--- config.mk ---
export PLATFORM = sky130hd
export DESIGN_NAME = aux_cmd_engine
export DESIGN_NICKNAME = d
export VERILOG_FILES = /design/src/rtl/aux_cmd_engine.sv
export SDC_FILE = /design/constraint.sdc
export NUM_CORES = 1
export LEC_CHECK = 0
export ABC_CLOCK_PERIOD_IN_PS = 4900
export BUFFER_PORTS_ARGS = -buffer_cell sky130_fd_sc_hd__buf_2
export CELL_PAD_IN_SITES_DETAIL_PLACEMENT = 0
export CELL_PAD_IN_SITES_GLOBAL_PLACEMENT = 1
export CORE_MARGIN = 5
export CORE_UTILIZATION = 30
export CTS_BUF_LIST = sky130_fd_sc_hd__clkbuf_4 sky130_fd_sc_hd__clkbuf_8
export CTS_CLUSTER_DIAMETER = 120
export DETAILED_ROUTE_END_ITERATION = 8
export PLACE_DENSITY = 0.74
export SETUP_SLACK_MARGIN = 0.4
export SYNTH_ARGS = -nofsm -noshare
export SYNTH_HDL_FRONTEND = slang
export SYNTH_SLANG_ARGS = --single-unit
--- constraint.sdc ---
create_clock -name clk -period 4.9 [get_ports clk]
set_input_delay 0.49 -clock clk [delete_from_list [all_inputs] [get_ports clk]]
set_output_delay 0.49 -clock clk [all_outputs]
set_load 0.05 [all_outputs]
--- src/rtl/aux_cmd_engine.sv ---
// aux_cmd_engine: fetches host command words through aux_io, runs them as register
// reads/writes on the local register bus and returns response words to the host.
module aux_cmd_engine #(
    parameter logic [16:0] AUX_ADDR       = 17'd0,
    parameter int unsigned REG_RD_LATENCY = 1,
    parameter logic [15:0] PING_MAGIC     = 16'hCA1B
) (
    input  logic        clk,
    input  logic        reset,
    output logic        aux_read_req,
    output logic        aux_write_req,
    output logic [31:0] aux_data_write,
    input  logic [31:0] aux_data_read,
    output logic [16:0] aux_address,
    input  logic        aux_busy,
    output logic        reg_wr_en,
    output logic        reg_rd_en,
    output logic [15:0] reg_addr,
    output logic [31:0] reg_wr_data,
    input  logic [31:0] reg_rd_data,
    output logic [15:0] cmd_count,
    output logic [7:0]  err_count,
    output logic        active
);

    localparam int unsigned WORD_W = 32;
    localparam int unsigned ADDR_W = 16;
    localparam int unsigned CNT_W  = 8;
    localparam int unsigned LAT_W  = 3;

    localparam logic [3:0] OPC_NOP   = 4'h0;
    localparam logic [3:0] OPC_WRITE = 4'h1;
    localparam logic [3:0] OPC_READ  = 4'h2;
    localparam logic [3:0] OPC_PING  = 4'h3;

    localparam logic [15:0] ST_OK  = 16'h0000;
    localparam logic [15:0] ST_BAD = 16'h0001;

    typedef enum logic [3:0] {
        S_IDLE,
        S_ISSUE,
        S_SETTLE,
        S_WAIT,
        S_DECODE,
        S_REG_WR,
        S_RD_STROBE,
        S_RD_LAT
    } state_t;

    // Which aux transaction the shared ISSUE/SETTLE/WAIT sequence is running.
    typedef enum logic [1:0] {
        B_HDR,
        B_PAYLOAD,
        B_RESP,
        B_DATA
    } bus_t;

    state_t              state_q, state_d;
    bus_t                bus_q, bus_d;
    logic [WORD_W-1:0]   hdr_q, hdr_d;
    logic [CNT_W-1:0]    idx_q, idx_d;
    logic [LAT_W-1:0]    lat_q, lat_d;

    logic                read_req_d;
    logic                write_req_d;
    logic [WORD_W-1:0]   data_write_d;
    logic                wr_en_d;
    logic                rd_en_d;
    logic [ADDR_W-1:0]   addr_d;
    logic [WORD_W-1:0]   wr_data_d;
    logic [15:0]         cmd_count_d;
    logic [7:0]          err_count_d;
    logic                active_d;
    logic                finish;

    logic [3:0]          opcode;
    logic [CNT_W-1:0]    cnt;
    logic [ADDR_W-1:0]   base;
    logic [CNT_W-1:0]    idx_inc;
    logic                is_bad;

    assign opcode      = hdr_q[31:28];
    assign cnt         = hdr_q[23:16];
    assign base        = hdr_q[15:0];
    assign idx_inc     = idx_q + CNT_W'(1);
    assign is_bad      = (opcode > OPC_PING);
    assign aux_address = AUX_ADDR;

    // State and registered outputs.
    always_ff @(posedge clk or posedge reset) begin
        if (reset) begin
            state_q        <= S_IDLE;
            bus_q          <= B_HDR;
            hdr_q          <= '0;
            idx_q          <= '0;
            lat_q          <= '0;
            aux_read_req   <= 1'b0;
            aux_write_req  <= 1'b0;
            aux_data_write <= '0;
            reg_wr_en      <= 1'b0;
            reg_rd_en      <= 1'b0;
            reg_addr       <= '0;
            reg_wr_data    <= '0;
            cmd_count      <= '0;
            err_count      <= '0;
            active         <= 1'b0;
        end else begin
            state_q        <= state_d;
            bus_q          <= bus_d;
            hdr_q          <= hdr_d;
            idx_q          <= idx_d;
            lat_q          <= lat_d;
            aux_read_req   <= read_req_d;
            aux_write_req  <= write_req_d;
            aux_data_write <= data_write_d;
            reg_wr_en      <= wr_en_d;
            reg_rd_en      <= rd_en_d;
            reg_addr       <= addr_d;
            reg_wr_data    <= wr_data_d;
            cmd_count      <= cmd_count_d;
            err_count      <= err_count_d;
            active         <= active_d;
        end
    end

    // Next-state and next-output logic.
    always_comb begin
        state_d      = state_q;
        bus_d        = bus_q;
        hdr_d        = hdr_q;
        idx_d        = idx_q;
        lat_d        = lat_q;
        read_req_d   = 1'b0;
        write_req_d  = 1'b0;
        data_write_d = aux_data_write;
        wr_en_d      = 1'b0;
        rd_en_d      = 1'b0;
        addr_d       = reg_addr;
        wr_data_d    = reg_wr_data;
        finish       = 1'b0;

        unique case (state_q)
            S_IDLE: begin
                if (!aux_busy) begin
                    read_req_d = 1'b1;
                    bus_d      = B_HDR;
                    state_d    = S_SETTLE;
                end
            end
            S_ISSUE: begin
                if (!aux_busy) begin
                    if (bus_q == B_PAYLOAD) begin
                        read_req_d = 1'b1;
                    end else begin
                        write_req_d = 1'b1;
                    end
                    state_d = S_SETTLE;
                end
            end
            // aux_io may raise busy only one cycle after seeing the request.
            S_SETTLE: state_d = S_WAIT;
            S_WAIT: begin
                if (!aux_busy) begin
                    unique case (bus_q)
                        B_HDR: begin
                            hdr_d   = aux_data_read;
                            state_d = S_DECODE;
                        end
                        B_PAYLOAD: begin
                            wr_data_d = aux_data_read;
                            addr_d    = base + ADDR_W'(idx_q);
                            wr_en_d   = 1'b1;
                            state_d   = S_REG_WR;
                        end
                        B_RESP: begin
                            if (opcode == OPC_READ && cnt != '0) begin
                                idx_d   = '0;
                                addr_d  = base;
                                rd_en_d = 1'b1;
                                state_d = S_RD_STROBE;
                            end else begin
                                finish = 1'b1;
                            end
                        end
                        B_DATA: begin
                            if (idx_inc == cnt) begin
                                finish = 1'b1;
                            end else begin
                                idx_d   = idx_inc;
                                addr_d  = base + ADDR_W'(idx_inc);
                                rd_en_d = 1'b1;
                                state_d = S_RD_STROBE;
                            end
                        end
                    endcase
                end
            end
            S_DECODE: begin
                idx_d   = '0;
                bus_d   = B_RESP;
                state_d = S_ISSUE;
                case (opcode)
                    OPC_NOP: finish = 1'b1;
                    OPC_WRITE: begin
                        if (cnt != '0) begin
                            bus_d = B_PAYLOAD;
                        end else begin
                            data_write_d = {hdr_q[31:16], ST_OK};
                        end
                    end
                    OPC_READ: data_write_d = {hdr_q[31:16], ST_OK};
                    OPC_PING: data_write_d = {hdr_q[31:16], PING_MAGIC};
                    default:  data_write_d = {hdr_q[31:16], ST_BAD};
                endcase
            end
            S_REG_WR: begin
                state_d = S_ISSUE;
                if (idx_inc == cnt) begin
                    data_write_d = {hdr_q[31:16], ST_OK};
                    bus_d        = B_RESP;
                end else begin
                    idx_d = idx_inc;
                    bus_d = B_PAYLOAD;
                end
            end
            S_RD_STROBE: begin
                lat_d   = LAT_W'(1);
                state_d = S_RD_LAT;
            end
            // Sample read data exactly REG_RD_LATENCY cycles after the strobe.
            S_RD_LAT: begin
                if (lat_q == LAT_W'(REG_RD_LATENCY)) begin
                    data_write_d = reg_rd_data;
                    bus_d        = B_DATA;
                    state_d      = S_ISSUE;
                end else begin
                    lat_d = lat_q + LAT_W'(1);
                end
            end
            default: state_d = S_IDLE;
        endcase

        if (finish) begin
            state_d = S_IDLE;
        end

        cmd_count_d = cmd_count + (finish ? 16'd1 : 16'd0);
        err_count_d = err_count;
        if (finish && is_bad && err_count != 8'hFF) begin
            err_count_d = err_count + 8'd1;
        end
        active_d = (state_d != S_IDLE);
    end

endmodule
---- After elaboration in Yosys (flattened, before gate mapping) ----
Index checks and enable logic that the tools add are counted.
storage, ports and cells
  output and inout bits ................... 126
  register bits after elaboration ......... 158
  bits of input ports ..................... 67
operators by class
  eq/ne operators ......................... 27
  reductions and logical operators ........ 22
  add/subtract/negate cells ............... 6
  bitwise operators ....................... 1
  mux-type cells .......................... 49
  magnitude comparators ................... 1
operators by type and width
  operator               count
  $pmux W32 S4           1
  $mux W32               3
  $pmux W32 S3           1
  $pmux W16 S3           1
  $add A16 B8 Y16        2
  $mux W16               2
  $mux W4                6
  $mux W8                3
  $pmux W4 S6            1
  $pmux W8 S3            1
  $add A16 B1 Y16        1
  $add A8 B1 Y8 const B  2
  $eq A4 B2 Y1 const B   4
  $eq A4 B3 Y1 const B   4
  $mux W1                16
  $ne A2 B2 Y1 const B   8
  $pmux W4 S4            1
  $pmux W8 S2            1
  $mux W2                5
  $reduce_and A5 Y1      2
  $reduce_and A3 Y1      3
  $reduce_bool A3 Y1     3
  $eq A4 B1 Y1 const B   2
  $eq A8 B8 Y1           1
  other kinds (22)       32

---- Longest topological paths before layout ----
Gate-level depths: netlist of the first run.
  depth after elaboration ................. 8
  depth in mapped cells ................... 14

---- Worst setup path after synthesis of the first run ----
No wires, ideal clock.
  path kind ............................... reg2reg
  start ................................... register idx_q[0]
  end ..................................... register cmd_count[14]
  setup slack ............................. 1949 ps
  library setup time ...................... 82 ps
  cell stages (with the launch flop) ...... 14
  required time ........................... 4818 ps
  arrival time ............................ 2869 ps
  cell sequence ........................... dfrtp_1 > ha_1 > nor2b_1 > nor3_1 > o31ai_2 > o41ai_2 > a21o_1 > buf_6 > ha_1 > ha_1 > nand3_1 > or2_2 > nor2_1 > xor2_1
on the way
  word-level cells in the longest chain between the ends .. 8
RTL lines
  element                    RTL line  source
  start: declaration         61        logic [CNT_W-1:0] idx_q, idx_d;
  start signal: assignment   111       idx_q <= idx_d;
  $add A8 B1 Y8              85        assign idx_inc = idx_q + CNT_W'(1);
  $eq A8 B8 Y1               186       if (idx_inc == cnt) begin
  $mux W1                    186
  $pmux W1 S2                164       unique case (bus_q)
  $mux W1                    163       if (!aux_busy) begin
  $pmux W1 S2                142       unique case (state_q)
  $mux W1                    247       cmd_count_d = cmd_count + (finish ? 16'd1 : 16'd0);
  $add A16 B1 Y16            247
  named net cmd_count_d[14]  71        logic [15:0] cmd_count_d;
  end signal: assignment     120       cmd_count <= cmd_count_d;
  end: declaration           21        output logic [15:0] cmd_count,
The timed path passes the listed nets, and every way through them passes these cells.
A chain may end at the register's enable or synchronous reset.

---- Worst setup path in the final report of the first run ----
Ends and elaborated chain as after synthesis.

==> summary.md, run 1 <==
| Metric | Value |
|---|---|
| Fin crit share | 0.707 |
| DR WL/cell | 15.5 microns |
| Area leader, netlist | dfrtp_1 |
| Worst-margin pin slew | 1.15 ns |
| Skew-Pair Late Insertion Delay | 0.45 ns |
| Worst Setup End Kind | flop |
| Fillers | around 2.6k |
| Worst IR drop on VDD | approximately 0.2 mV |
| PortBufs | roughly 180 |
| FF+latch count, synth | 158 |
| Synth warn | 0 |
| Initial Util | 0.303 |
| Max transition margin | 0.234 |
| Leakage | 4.48 nW |
| Grt total ovfl | 0 |
| Total negative setup slack | 0 ns |
| Hold Path Class | input pin to flop |
| Area of the multi-input gates | 0.00338 sq mm |
| Synth async-reset ratio | 1.00 |
| Total of max-cap violations | 0 |
| Arr. time, crit path | 3.84 ns |
| Highest clock rate | around 290 MHz |
| Post-synth EDFFs | 0 |
| Post-CTS Setup Bufs | 0 |
| Syn Area/Cell | about 11 sq um |
| I/O Pins | around 190 |
| Clock Skew | 0.0127 ns |
| Row count | 58 |
| Slew Limit Fails | 0 |
| Critical Path Source Type | flop |
| CTS Sinks | 158 |
| Clock slew at reported path FFs | 0.10 ns |
| Num CTS Buffers | 17 |
| Post-CTS Resized | 0 |
| Most frequent cell after synthesis | dfrtp_1 |
| Sequential area share after synthesis | 0.519 |
| Routability cong. | 0.761 |
| Total number of vias | 5595 |
| Fin. Hold Viols | 0 |
| First-pass GRT wire length | 30000 microns |
| Die Ht | 169 microns |
| Fin nets | 950 |
| Initial antenna violation count | 1 |
| Layout area overhead | 20.2% |
| Root buf cell | clkbuf_8 |
| Critical path required time | 5.28 ns |
| CTS tree | built |
| Post-synthesis cell area | roughly 0.0076 sq mm |
| Largest net degree at the start of global routing | 159 |
| Dpl hpwl | 13400 microns |
| Primary FF master, synth | dfrtp_1 |
| Post-route ant nets | 0 |
| Layout cell share with drive strength beyond 1 | 0.338 |
| Tmin final | between 3 and 4 ns |
| H-tree lvl count | 4 |
| Max Buffers Root-to-Sink | 2 |
| Critical path type | flop to flop |
| Initial DRC Count | 327 |
| Synth area leaders | dfrtp_1 (52%), mux2_2 (9.6%), nor2_1 (3.4%) |
| Crit-path max FO | 10 |
| Total GRT Usage | 0.130 |
| Die Width | about 170 microns |
| Hold buffer count at cts | 0 |
| Synth top area share | 0.519 |
| Sequential cell area | 0.00395 sq mm |
| Core Util, Final | 0.365 |
| Post-detailed-routing wire length | between 15000 and 20000 microns |
| Avg Vias per Cell | 4.62 |
| Outcome | complete, no violations |
| RSZ-0062 raised after global routing | no |
| Core Footprint | approximately 0.025 sq mm |
| Pwr dens | approximately 320 mW/mm^2 |
| Synthesized netlist cell count | approximately 700 |
| Pre-antenna DRT Iters | 4 |
| Vias in the first global route | 5508 |
| Final setup viols | 0 |
| # diodes | 0 |
| Detailed-route DRC error count | 0 |
| Top cells by count, synth | dfrtp_1 (158), nor2_1 (68), nand2_1 (66) |
| Die ar. | between 0.02 and 0.03 sq mm |
| Synth unique cells | 63 |
[worst paths after layout]
check / cells past startpoint / startpoint / slack (ns) / end
setup / recovery: 12 / idx_q[0]$_DFFE_PP0P_ / 1.44 / cmd_count[14]$_DFF_PP0_
hold / removal: 3 / reg_rd_data[4] / 0.26 / aux_data_write[4]$_DFFE_PP0P_
setup reg to reg: 12 / idx_q[0]$_DFFE_PP0P_ / 1.44 / cmd_count[14]$_DFF_PP0_
hold reg to reg: 1 / cmd_count[15]$_DFF_PP0_ / 0.49 / cmd_count[15]$_DFF_PP0_
max in group asynchronous: 3 / reset / 3.95 / reg_wr_data[23]$_DFFE_PP0P_
min in group asynchronous: 3 / reset / 0.28 / reg_wr_data[2]$_DFFE_PP0P_
[registers in the layout (all words and copies together) (netlist names)]
name,cells
reg_wr_en,1
hdr_q,32
aux_data_write,32
reg_addr,16
active,1
lat_q,3
cmd_count,16
state_q,4
aux_read_req,1
aux_write_req,1
bus_q,2
err_count,8
idx_q,8
reg_rd_en,1
reg_wr_data,32
[metrics by stage]
step           hold slack [ns]  worst slack, ns  instances  area, sq um  power (W)
6_report                 0.264             1.44       1211         9160    0.00295
5_1_grt                  0.230             1.06       1211         9160    0.00309
4_1_cts                  0.221             1.40       1211         9160    0.00300
3_5_place_dp             0.477             1.43       1179         8730    0.00192
3_3_place_gp             0.472             1.51       1179         8730    0.00192
2_1_floorplan            0.475             1.95        718         7690    0.00180
[placed cells by master, fill, tap and decap left out, types with 3 or more instances in the layout]
master	synthesis	routed
xor2_1	28	28
nor2b_1	5	5
or2_2	3	3
nand4_1	11	11
inv_6	0	3
and3_1	10	10
nor2_1	68	67
clkbuf_8	0	20
inv_8	0	3
buf_2	12	175
nand2b_1	5	5
dfrtp_1	158	158
conb_1	1	18
o21a_1	5	4
nor3_1	8	8
mux2i_1	8	8
a21oi_1	36	36
a31oi_1	21	20
a21o_1	3	3
clkinvlp_4	0	3
xnor2_1	29	29
nand3_1	24	24
o21ai_0	17	17
ha_1	14	14
nor3b_1	3	3
mux2_2	65	65
nor4_1	5	5
o21ai_1	4	4
nand2_1	66	66
inv_1	13	12
buf_4	19	5
[cells by family (layout without fill, tap and decap cells)]
group	count (synthesis)	in the layout	share of synthesized area
other cells	1	18	0.000492
buf+inv	63	226	0.0484
xor+xnor	58	58	0.0677
flops	158	158	0.519
simple gates	222	222	0.137
compound gates	109	109	0.0910
fa+ha+maj	15	15	0.0256
mux	75	75	0.111
[metal layers]
| layer | share of wire | vias up | track usage |
|---|---|---|---|
| met5 | 0.00037 | - | 0 |
| met4 | 0.0074 | 2 | 0.0343 |
| met3 | 0.064 | 10 | 0.0382 |
| met2 | 0.47 | 143 | 0.206 |
| met1 | 0.46 | 2707 | 0.175 |
| li1 | - | 2733 | - |
[layout make-up]
class                   count  share of cell area
clock inverters            12              0.0163
flip-flops and latches    158               0.432
well taps                 330              0.0451
clock buffers              20              0.0301
inverters                  13             0.00574
repair buffers            181               0.102
multi-input cells         497               0.369
[where the power goes]
group          switching [W]  total (W)  leakage [nW]  internal [W]
sequential         0.0000500    0.00142          2.00       0.00137
combinational       0.000344   0.000470          2.27      0.000126
clock               0.000549    0.00106         0.212      0.000510
total               0.000943    0.00295          4.48       0.00201
[worst max-delay path, cell delays in order, from the launching register on]
cell     delay [ns]
dfrtp_1        0.48
ha_1           0.32
nand3_1        0.19
o21ai_0        0.30
o31ai_2        0.15
o41ai_2        0.37
a21o_1         0.36
ha_1           0.26
ha_1           0.22
nand3_1        0.13
or2_2          0.33
nor2_1         0.12
xor2_1         0.16
(Power assumes the default switching activity.)
==> run 2, diff against run 1 <==
--- a/config.mk
+++ b/config.mk
@@ -5,7 +5,7 @@
 export SDC_FILE = /design/constraint.sdc
 export NUM_CORES = 1
 export LEC_CHECK = 0
-export ABC_CLOCK_PERIOD_IN_PS = 4900
+export ABC_CLOCK_PERIOD_IN_PS = 3560
 export BUFFER_PORTS_ARGS = -buffer_cell sky130_fd_sc_hd__buf_2
 export CELL_PAD_IN_SITES_DETAIL_PLACEMENT = 0
 export CELL_PAD_IN_SITES_GLOBAL_PLACEMENT = 1
@@ -14,7 +14,7 @@
 export CTS_BUF_LIST = sky130_fd_sc_hd__clkbuf_4 sky130_fd_sc_hd__clkbuf_8
 export CTS_CLUSTER_DIAMETER = 120
 export DETAILED_ROUTE_END_ITERATION = 8
-export PLACE_DENSITY = 0.74
+export PLACE_DENSITY = 0.71
 export SETUP_SLACK_MARGIN = 0.4
 export SYNTH_ARGS = -nofsm -noshare
 export SYNTH_HDL_FRONTEND = slang
==> constraint.sdc (replaced) <==
create_clock -name clk -period 3.56 [get_ports clk]
set_input_delay 0.356 -clock clk [delete_from_list [all_inputs] [get_ports clk]]
set_output_delay 0.356 -clock clk [all_outputs]
set_load 0.05 [all_outputs]
==> summary.md, run 2 (synthesized netlist as in run 1, its figures left out) <==
| Metric | Value |
|---|---|
| Layout area overhead | 22.6% |
| Highest routing layer actually used | met5 |
| Pre-antenna DRT Iters | 4 |
| Final setup margin | 0.586 ns |
| Die Ht | 169 microns |
| Arr. time, crit path | 3.34 ns |
| # diodes | 0 |
| Dpl hpwl | 14300 microns |
| Hold path endpoint | aux_data_write[13]$_DFFE_PP0P_ |
| Leakage | 4.53 nW |
| Detailed-route DRC error count | 0 |
| Row count | between 50 and 60 |
| Die ar. | around 0.029 sq mm |
| R2R Path Start | idx_q[0]$_DFFE_PP0P_ |
| Pwr dens | 427 mW/mm^2 |
| Clk pwr share | 0.341 |
| Met1 Wirelength | 8780 microns |
| Initial DRC Count | ~230 |
| Critical path required time | 3.93 ns |
| First-pass GRT wire length | 31400 microns |
| Max transition margin | 0.435 |
| I/O Pins | 193 |
| RSZ-0062 raised after global routing | yes |
| Cell area after layout | slightly above 0.009 sq mm |
| Switching part of the total | 0.322 |
| Commonest non-fill, non-tap cells in the layout | buf_2 (175), dfrtp_1 (153), nand2_1 (66), nor2_1 (66), mux2_2 (65) |
| CTS Sinks | about 160 |
| Met2 routed WL | about 9000 microns |
| Total number of vias | 5617 |
| Post-detailed-routing wire length | 19300 microns |
| Internal power | 0.00270 W |
| Tmin final | slightly below 3 ns |
| Grt total ovfl | 0 |
| Avg Vias per Cell | 4.59 |
| Worst Setup End Kind | flop |
| Critical path type | flop to flop |
| Initial antenna violation count | 2 |
| Fin. Hold Viols | 0 |
| Max Buffers Root-to-Sink | 2 |
| Final setup viols | 0 |
| Num CTS Buffers | 17 |
| Total GRT Usage | 0.137 |
| Fin crit share | 0.835 |
| Outcome | complete, no violations |
| Clock slew at reported path FFs | 0.09 ns |
| Vias in the first global route | 5834 |
| Critical Path Source Type | flop |
| Net Switching | 0.00128 W |
| Comb power frac | 0.168 |
| Highest clock rate | about 340 MHz |
| Critical R2R Capture | cmd_count[12]$_DFF_PP0_ |
| Root buf cell | clkbuf_8 |
| H-tree lvl count | 4 |
| Pre-CTS setup slack | 0.278 ns |
| Hold Path Origin | reg_rd_data[13] |
| Worst-margin pin slew | 0.845 ns |
| Slew Limit Fails | 0 |
| CTS tree | built |
| Cells on worst reg2reg path | 12 |
| Critical Path Start | idx_q[0]$_DFFE_PP0P_ |
| Largest net degree at the start of global routing | 55 |
| Most common cell after layout, fill and taps aside | buf_2 |
| PortBufs | 175 |
| Total negative setup slack | 0 ns |
| Initial Util | 0.303 |
| Fin nets | a little under 1k |
| Core Footprint | 0.0251 sq mm |
| Met3 WL | 1380 microns |
| Skew-Pair Late Insertion Delay | 0.44 ns |
| Die Width | ~170 microns |
| Clock Skew | 0.0159 ns |
| Register-to-register setup slack | slightly below 0.6 ns |
| Total of max-cap violations | 0 |
| Crit-path max FO | 6 |
| Routability cong. | 0.819 |
| Sequential share of power | 0.491 |
| Placed Instance Area | 0.00883 sq mm |
| WHS Path Cells | 3 |
| Hold Path Class | input pin to flop |
| DR WL/cell | 15.8 microns |
| Worst IR drop on VDD | a little over 0.2 mV |
| Post-route ant nets | 0 |
| Regs by FF count | aux_data_write: 32 flops, hdr_q: 32 flops, reg_wr_data: 32 flops |
| Layout cell share with drive strength beyond 1 | 0.370 |
==> run 2: worst max path at each step <==
stage,slack [ns],depth (start not counted),to
CTS,0.40,12,cmd_count[12]$_DFF_PP0_
floorplan,0.61,13,cmd_count[14]$_DFF_PP0_
detailed placement,0.28,12,cmd_count[12]$_DFF_PP0_
global route,0.40,12,cmd_count[14]$_DFF_PP0_
finish,0.59,12,cmd_count[12]$_DFF_PP0_
global placement,0.37,12,cmd_count[12]$_DFF_PP0_
==> run 2: layout make-up <==
type                    instances  area, sq um
repair buffers                194         1060
clock inverters                12          123
inverters                      13         52.6
fillers                      2595        15800
clock buffers                  20          275
well taps                     330          413
flip-flops and latches        158         3960
multi-input cells             497         3460
==> run 2: power by group through the flow <==
stage | Sequential, W | Clock, W | Combinational [W]
global placement | 0.00199 | 0 | 0.000660
detailed placement | 0.00199 | 0 | 0.000666
floorplan | 0.00224 | 0 | 0.000238
global route | 0.00197 | 0.00151 | 0.000722
CTS | 0.00196 | 0.00143 | 0.000670
finish | 0.00196 | 0.00136 | 0.000670
==> run 2: timing repair <==
action,4_1_cts,5_1_grt
resized for setup,7,16
hold endpoints to repair,23,0
pin swaps,0,4
endpoints found under the setup margin,3,5
hold buffers,1,0
setup buffers,0,3
==> run 2: worst max-delay path, cell delays in order (launching register included) <==
cell and delay (ns):
dfrtp_2 0.47, ha_4 0.26, xor2_1 0.16, nor2_2 0.15, o211ai_2 0.14, o41ai_2 0.36
a21o_1 0.21, ha_2 0.21, ha_2 0.21, nand3_1 0.12, or2_2 0.33, nor2_1 0.12
xor2_1 0.17
==> run 2: per-stage QoR <==
| stage | util | total power (W) | hold slack (ns) | cells |
|---|---|---|---|---|
| CTS | 0.368 | 0.00406 | 0.0976 | 1221 |
| finish | 0.372 | 0.00398 | 0.133 | 1224 |
| global placement | 0.352 | 0.00265 | 0.460 | 1188 |
| global route | 0.372 | 0.00420 | 0.0975 | 1224 |
| floorplan | - | 0.00248 | 0.473 | 718 |
| detailed placement | 0.352 | 0.00266 | 0.464 | 1188 |
==> run 2: metal layers <==
layer  global-route usage  vias up
li1                     -     2761
met3               0.0445       15
met2                0.222      144
met5                    0        -
met1                0.180     2693
met4               0.0305        4
